$ cat src/rtl/serdesphy_link_ctrl.sv
// serdesphy_link_ctrl: SerDes PHY link bring-up sequencer (PLL, CDR, PRBS training, retry, fault latch)
// Ports: clk_ref_24m/rst clock and sync reset; phy_en, power_good, pll_lock, cdr_lock, rx_aligned,
// prbs_err, retrain_req status inputs; PLL/CDR/TX/RX control outputs; phy_ready, link_error,
// link_state, retry_cnt status outputs.
module serdesphy_link_ctrl #(
  parameter int SETTLE_CYC  = 16,
  parameter int PLL_TIMEOUT = 4800,
  parameter int CDR_TIMEOUT = 2400,
  parameter int TRAIN_CYC   = 256,
  parameter int MAX_RETRIES = 3,
  parameter int TMR_W       = 16
) (
  input  logic       clk_ref_24m,
  input  logic       rst,
  input  logic       phy_en,
  input  logic       power_good,
  input  logic       pll_lock,
  input  logic       cdr_lock,
  input  logic       rx_aligned,
  input  logic       prbs_err,
  input  logic       retrain_req,
  output logic       pll_enable,
  output logic       pll_rst,
  output logic       cdr_rst,
  output logic       cdr_fast_lock,
  output logic       tx_en,
  output logic       rx_en,
  output logic       tx_prbs_en,
  output logic       rx_prbs_chk_en,
  output logic       rx_align_rst,
  output logic       phy_ready,
  output logic       link_error,
  output logic [2:0] link_state,
  output logic [3:0] retry_cnt
);
  localparam logic [2:0] IDLE = 3'd0, PLL_RST = 3'd1, PLL_WAIT = 3'd2, CDR_WAIT = 3'd3,
                         TRAIN = 3'd4, ACTIVE = 3'd5, FAIL = 3'd6;
  localparam logic [TMR_W-1:0] SETTLE_T = TMR_W'(SETTLE_CYC - 1);
  localparam logic [TMR_W-1:0] PLL_T    = TMR_W'(PLL_TIMEOUT - 1);
  localparam logic [TMR_W-1:0] CDR_T    = TMR_W'(CDR_TIMEOUT - 1);
  localparam logic [TMR_W-1:0] TRAIN_T  = TMR_W'(TRAIN_CYC - 1);
  localparam logic [3:0]       MAX_R    = 4'(MAX_RETRIES);
  localparam logic [10:0]      OUT_IDLE = 11'b01100000000;
  logic [2:0]       state_q, state_d;
  logic [TMR_W-1:0] timer_q, timer_d;
  logic [3:0]       retry_q, retry_d;
  logic [10:0]      out_q, out_d;
  logic             up, lost, retry;
  assign up   = phy_en & power_good;
  assign lost = ~pll_lock | ~cdr_lock | ~rx_aligned;
  always_ff @(posedge clk_ref_24m) begin
    if (rst) begin
      state_q <= IDLE;
      timer_q <= '0;
      retry_q <= '0;
      out_q   <= OUT_IDLE;
    end else begin
      state_q <= state_d;
      timer_q <= timer_d;
      retry_q <= retry_d;
      out_q   <= out_d;
    end
  end
  // retry is a decision taken on the way out of a state, never a state of its own
  always_comb begin
    state_d = state_q;
    retry_d = retry_q;
    retry   = 1'b0;
    case (state_q)
      IDLE:     state_d = up ? PLL_RST : IDLE;
      PLL_RST:  state_d = (timer_q == SETTLE_T) ? PLL_WAIT : PLL_RST;
      PLL_WAIT: begin
        state_d = pll_lock ? CDR_WAIT : PLL_WAIT;
        retry   = ~pll_lock & (timer_q == PLL_T);
      end
      CDR_WAIT: begin
        state_d = (pll_lock & cdr_lock & rx_aligned) ? TRAIN : CDR_WAIT;
        retry   = ~pll_lock | (~(cdr_lock & rx_aligned) & (timer_q == CDR_T));
      end
      TRAIN: begin
        retry = prbs_err | lost;
        if (!retry && timer_q == TRAIN_T) begin
          state_d = ACTIVE;
          retry_d = '0;
        end
      end
      ACTIVE: begin
        retry   = lost;
        state_d = retrain_req ? PLL_RST : ACTIVE;
      end
      FAIL:     state_d = FAIL;
      default:  state_d = IDLE;
    endcase
    if (retry) begin
      state_d = (retry_q == MAX_R) ? FAIL : PLL_RST;
      retry_d = (retry_q == MAX_R) ? retry_q : retry_q + 4'd1;
    end
    if (!up) begin
      state_d = IDLE;
      retry_d = '0;
    end
  end
  assign timer_d = (state_d != state_q) ? '0 : (&timer_q) ? timer_q : timer_q + TMR_W'(1);
  // outputs are decoded from the next state so they line up with state_q once registered
  always_comb begin
    case (state_d)
      PLL_RST:  out_d = 11'b11100000000;
      PLL_WAIT: out_d = 11'b10100000000;
      CDR_WAIT: out_d = {8'b10011110, state_q != CDR_WAIT, 2'b00};
      TRAIN:    out_d = 11'b10001111000;
      ACTIVE:   out_d = 11'b10001100010;
      FAIL:     out_d = 11'b01100000001;
      default:  out_d = OUT_IDLE;
    endcase
  end
  assign {pll_enable, pll_rst, cdr_rst, cdr_fast_lock, tx_en, rx_en, tx_prbs_en,
          rx_prbs_chk_en, rx_align_rst, phy_ready, link_error} = out_q;
  assign link_state = state_q;
  assign retry_cnt  = retry_q;
endmodule

$ cat config.mk
export PLATFORM = sky130hd
export DESIGN_NAME = serdesphy_link_ctrl
export DESIGN_NICKNAME = d
export VERILOG_FILES = /design/src/rtl/serdesphy_link_ctrl.sv
export SDC_FILE = /design/constraint.sdc
export NUM_CORES = 1
export LEC_CHECK = 0
export BUFFER_PORTS_ARGS = -buffer_cell sky130_fd_sc_hd__buf_2
export CORE_MARGIN = 3
export CORE_UTILIZATION = 55
export CTS_CLUSTER_SIZE = 40
export DETAILED_ROUTE_END_ITERATION = 7
export GPL_TIMING_DRIVEN = 1
export HOLD_SLACK_MARGIN = 0.08
export PLACE_DENSITY = 0.8
export SLEW_MARGIN = 30
export SYNTH_ARGS = -nofsm -noshare
export SYNTH_HDL_FRONTEND = slang
export SYNTH_SLANG_ARGS = --single-unit
$ cat constraint.sdc
create_clock -name clk_ref_24m -period 5.52 [get_ports clk_ref_24m]
set_input_delay 0.276 -clock clk_ref_24m [delete_from_list [all_inputs] [get_ports clk_ref_24m]]
set_output_delay 0.276 -clock clk_ref_24m [all_outputs]
set_load 0.05 [all_outputs]
# == Word level (Yosys, flattened, before mapping) ==
# Index checks and enable logic that the tools add are counted.
# totals
regBits,34
latchBits,0
ram_bits,0
rom_bits,0
output_inout_bits,18
mem_count,0
# classes
n_addsub,2
mul,0
div_mod_pow,0
magnitude_cmp,0
eq_ne,20
shifts,0
n_mux,15
bitwise_logic,15
n_reduce_logical,9
# op_table
cell,n
$pmux W11 S6,1
$pmux W3 S7,1
$eq A3 B3 Y1 const B,6
$mux W3,6
$add A16 B1 Y16 const B,1
$eq A16 B12 Y1 const B,1
$eq A16 B13 Y1 const B,1
$eq A16 B4 Y1 const B,1
$eq A16 B8 Y1 const B,1
$mux W4,4
$reduce_and A16 Y1,1
$eq A3 B2 Y1 const B,4
$and A1 B1 Y1,6
$eq A3 B1 Y1 const B,2
$not A1 Y1,5
$add A4 B1 Y4 const B,1
$eq A4 B2 Y1 const B,1
$or A1 B1 Y1,4
$pmux W1 S4,1
$reduce_bool A2 Y1,2
$reduce_or A2 Y1,2
$logic_not A3 Y1,1
$ne A3 B2 Y1 const B,1
$ne A3 B3 Y1,1
other kinds (6),6

# == Depth between registers and ports, before layout ==
# depth
ltp_word,12
mapped_depth,11

# == Worst setup path after synthesis ==
# No wires, ideal clock.
# synth_timing
path_kind,flip-flop to flip-flop
start,register state_q[1] (netlist: link_state[1])
end,register timer_q[12]
arrival_ns,2.888
t_required_ns,5.457
setup_slack_ns,2.569
stages_incl_launch_ff,11
path_buffers,2
synth_period_minus_slack_ns,2.951
path_cell_list,dfxtp_1 -> clkbuf_1 -> nand2_1 -> or4_4 -> nor3_4 -> nor4_1 -> or3b_4 -> xor2_2 -> nand4_4 -> buf_12 -> nor2_2
# synth_via
elab_chain_cells,6
elab_cells_between_ends,14
cone_classes,7 x eq/ne; 5 x mux; 2 x reduce/logical
# synth_lines
item,line_no,rtl
from (decl),44,"logic [2:0] state_q, state_d;"
from (signal assigned),58,state_q <= state_d;
"$eq A3 B3 Y1, or another cell as far along",69,case (state_q)
$pmux W3 S7 / $pmux W1 S4 (equally long branches),69,
$mux W3,94,if (retry) begin
$mux W3,98,if (!up) begin
$ne A3 B3 Y1 (*),103,assign timer_d = (state_d != state_q) ? '0 : (&timer_q) ? timer_q : timer_q + TMR_W'(1);
$reduce_or A2 Y1 (no source line) (*),-,
to (signal assigned),59,timer_q <= timer_d;
to (decl),45,"logic [TMR_W-1:0] timer_q, timer_d;"
# Every way passes the cells marked *; elsewhere a longest branch is shown, timed or not.
# A chain may end at the register's enable or synchronous reset.

# == Worst setup path after layout ==
# layout_timing
start,register timer_q[13]
end,register timer_q[14]
# layout_via
elab_chain_cells,8
elab_cells_between_ends,18
cone_classes,1 x add/sub; 5 x eq/ne; 6 x mux; 3 x bitwise; 3 x reduce/logical
# layout_lines
item,line_no
$eq A16 B12 Y1 / $eq A16 B8 Y1 (equally long branches),"78, 82"
$and A1 B1 Y1 / $logic_and A1 B1 Y1 (equally long branches),"78, 82"
$or A1 B1 Y1 / $mux W3 (equally long branches),"78, 82"
$pmux W1 S4 / $pmux W3 S7 (equally long branches),69
$mux W3,94
$mux W3,98
$ne A3 B3 Y1,103
$reduce_or A2 Y1 (no source line),-
# Parallel ways exist; a longest one is shown, timed or not.

==> run_results.csv <==
group,metric,value,unit
status,outcome,"finished, final reports clean",
cells_and_area,drive_gt1_frac,0.278,
pwr,switching_share,0.218,
floorplanning,die_y,62.9,um
critical_path,critPathKind,"register to register",
routing,wl_per_cell,12.7,um
floorplanning,start_util,0.578,
timing,min_period,3.03,ns
pwr,irDropWorstVdd,0.127,mV
routing,drtIter0Drc,119,
critical_path,critPathRequiredTime,5.79,ns
synth,synth_top_cell_area_share,0.371,
cells_and_area,area_growth,12.6,%
critical_path,worst-path-max-fanout,16,
synth,post-synth-top-area-cell,"dfxtp_1",
placement,dp_slack,2.43,ns
routing,wl,3480,um
synth,seq_area_frac_synth,0.371,
synth,synth_flop_cell,"dfxtp_1",
timing,fin_ws,2.49,ns
clock_tree,cts_buffers,5,
critical_path,cp.arrival,3.30,ns
synth,ys_types,55,
placement,place_congestion,0.872,
clock_tree,root_buffer,"clkbuf_4",
synth,netlist_top_cells_count,"33 x dfxtp_1, 26 x nor2_1, 16 x nand2_1, 11 x o21ai_0, 10 x xor2_1",
synth,synth-seq-cells,33,
pwr,internal_power,0.356,mW
pwr,power,0.455,mW
pwr,powerDensity,227,nW/um^2
cells_and_area,fin_nets,240,
critical_path,critPathCaptureType,"register",
critical_path,start_kind,"register",
global_routing,grt_start_max_net_pins,17,
synth,synth_edf_count,0,
routing,postRouteAntennaNets,0,
placement,hpwl,2560,um
clock_tree,htreeDepth,2,
synth,netlist_instances,204,
clock_tree,clk_pin_slew,0.10,ns
timing,final-setup-viol-count,0,
clock_tree,cts_resized,0,
timing,hold_viol,0,
floorplanning,pin_count,27,
pwr,p_switching,0.0991,mW
pwr,power_frac_comb,0.049,
global_routing,grt_overflow,0,
clock_tree,cts_hold_buf,0,
synth,syn_nets,215,
clock_tree,cts_tree,"yes",
routing,vias_per_cell,5.55,
synth,ys_warn_count,0,
pwr,p_seq_frac,0.533,
routing,num_vias,1522,
timing,rsz0062_at_grt,"false",
clock_tree,clk-insertion-delay-late,0.35,ns
run,drv_cap,0,
floorplanning,die_w,62.9,um
routing,drc_errors,0,
timing,maxSlewHeadroom,0.573,
synth,syn-cell-area,1780,sq um
floorplanning,rows,20,
floorplanning,dieArea,3960,sq um
pwr,p_clk_frac,0.418,
global_routing,grt_pass1_wl,5960,um
clock_tree,clock_path_buffers,2,
cells_and_area,diodes,0,
synth,syn_avg_cell_area,8.73,sq um
timing,slew_viol_final,0,
routing,dr.pass1.iters,5,
synth,synth.area.top_cells,"dfxtp_1 37%, nor2_1 5.5%, xor2_1 4.9%",
placement,io_buffers,26,
synth,synth.most_common_cell,"dfxtp_1",
synth,synth-async-reset-ratio,0,
clock_tree,post_cts_buffers,0,
worst_hold_path,hold_class,"input pin to register",
timing,setup-tns-final,0,ns
timing,tightest_slew,0.637,ns
timing,period_share,0.548,
timing,worst_clock_skew,0.0137,ns
placement,dp.cells,266,
cells_and_area,layoutNonFillerInstCount,274,
pwr,power.static_leakage,0.785,nW
global_routing,antenna_found_initial,0,
global_routing,gr-usage-all-layers,0.191,
floorplanning,core-area,3080,sq um
global_routing,grt_pass1_vias,1348,
timing,fmax,330,MHz
clock_tree,clock-sinks,33,
state kept, by name (all words and copies together), names as in the netlist:
register / count
link_state: 3
timer_q: 16
retry_cnt: 4
out_q: 10
worst max-delay path, stage by stage (launching register included):
cell and delay [ns]:
dfxtp_1 0.37, or4_4 0.53, or3_1 0.37, nor4_4 0.36, nor4_1 0.11, or3b_4 0.46
xor2_2 0.18, nand4_4 0.32, nor3_1 0.25
cells by family after synthesis:
group	after synthesis	share of synthesized area
simple gates	111	0.382
flops	33	0.371
compound gates	28	0.0977
xor+xnor	14	0.0731
buf+inv	12	0.0372
mux	4	0.0253
fa+ha+maj	2	0.0141
cells in the final DEF, fill, tap and decap left out, types with 2 or more instances in the layout:
cell type and instances:
or2_2 4, nor3b_1 4, clkbuf_4 5, dfxtp_1 33
ha_1 2, nor3_1 3, o21ai_0 11, nand4b_1 2
nand2b_1 4, nor4b_1 3, or4_4 2, a21oi_1 7
nand4_1 5, and2_1 2, or4_1 2, buf_2 26
nand3_1 7, nor2_2 9, or3_1 2, nor3_4 2
inv_1 3, mux2i_1 2, nor2_1 26, and3_1 5
xnor2_1 3, xor2_1 10, nor4_1 2, nand2_1 16
routing by layer:
metal / share of wire / up-vias / wire (um) / track usage
li1: - / 773 / - / -
met5: 0 / - / 0 / 0
met2: 0.44 / 39 / 1520 / 0.274
met4: 0.030 / 0 / 103 / 0.124
met1: 0.47 / 699 / 1650 / 0.239
met3: 0.059 / 11 / 204 / 0.0665
final timing paths:
path / from / endpoint / slack, ns / cells after the start
worst min register to register: timer_q[3]$_SDFFE_PP0N_ / timer_q[3]$_SDFFE_PP0N_ / 0.55 / 2
worst max register to register: timer_q[13]$_SDFFE_PP0N_ / timer_q[14]$_SDFFE_PP0N_ / 2.49 / 8
worst max-delay path: timer_q[13]$_SDFFE_PP0N_ / timer_q[14]$_SDFFE_PP0N_ / 2.49 / 8
worst min-delay path: rst / link_state[1]$_SDFF_PP0_ / 0.10 / 2
power groups by stage:
stage               combinational, mW  sequential [mW]  clock (mW)
floorplan                      0.0169            0.249           0
global placement               0.0223            0.248           0
detailed placement             0.0227            0.248           0
CTS                            0.0227            0.242       0.195
global route                   0.0250            0.243       0.206
finish                         0.0223            0.242       0.190
layout make-up:
class	instances	area [sq um]
Clock buffer	7	55.1
Clock inverter	1	30.0
Fill cell	272	1070
Inverter	4	15.0
Multi-Input combinational cell	159	1060
Sequential cell	33	661
Tap cell	44	55.1
Timing Repair Buffer	26	130
metrics by stage:
stage          hold slack, ns  area (sq um)   util
3_3_place_gp            0.486          1910  0.622
5_1_grt                 0.106          2000  0.651
3_5_place_dp            0.477          1910  0.622
4_1_cts                0.0908          2000  0.650
2_1_floorplan           0.357          1780      -
6_report                0.103          2000  0.651
No activity file was read; power rests on OpenSTA's default activity.
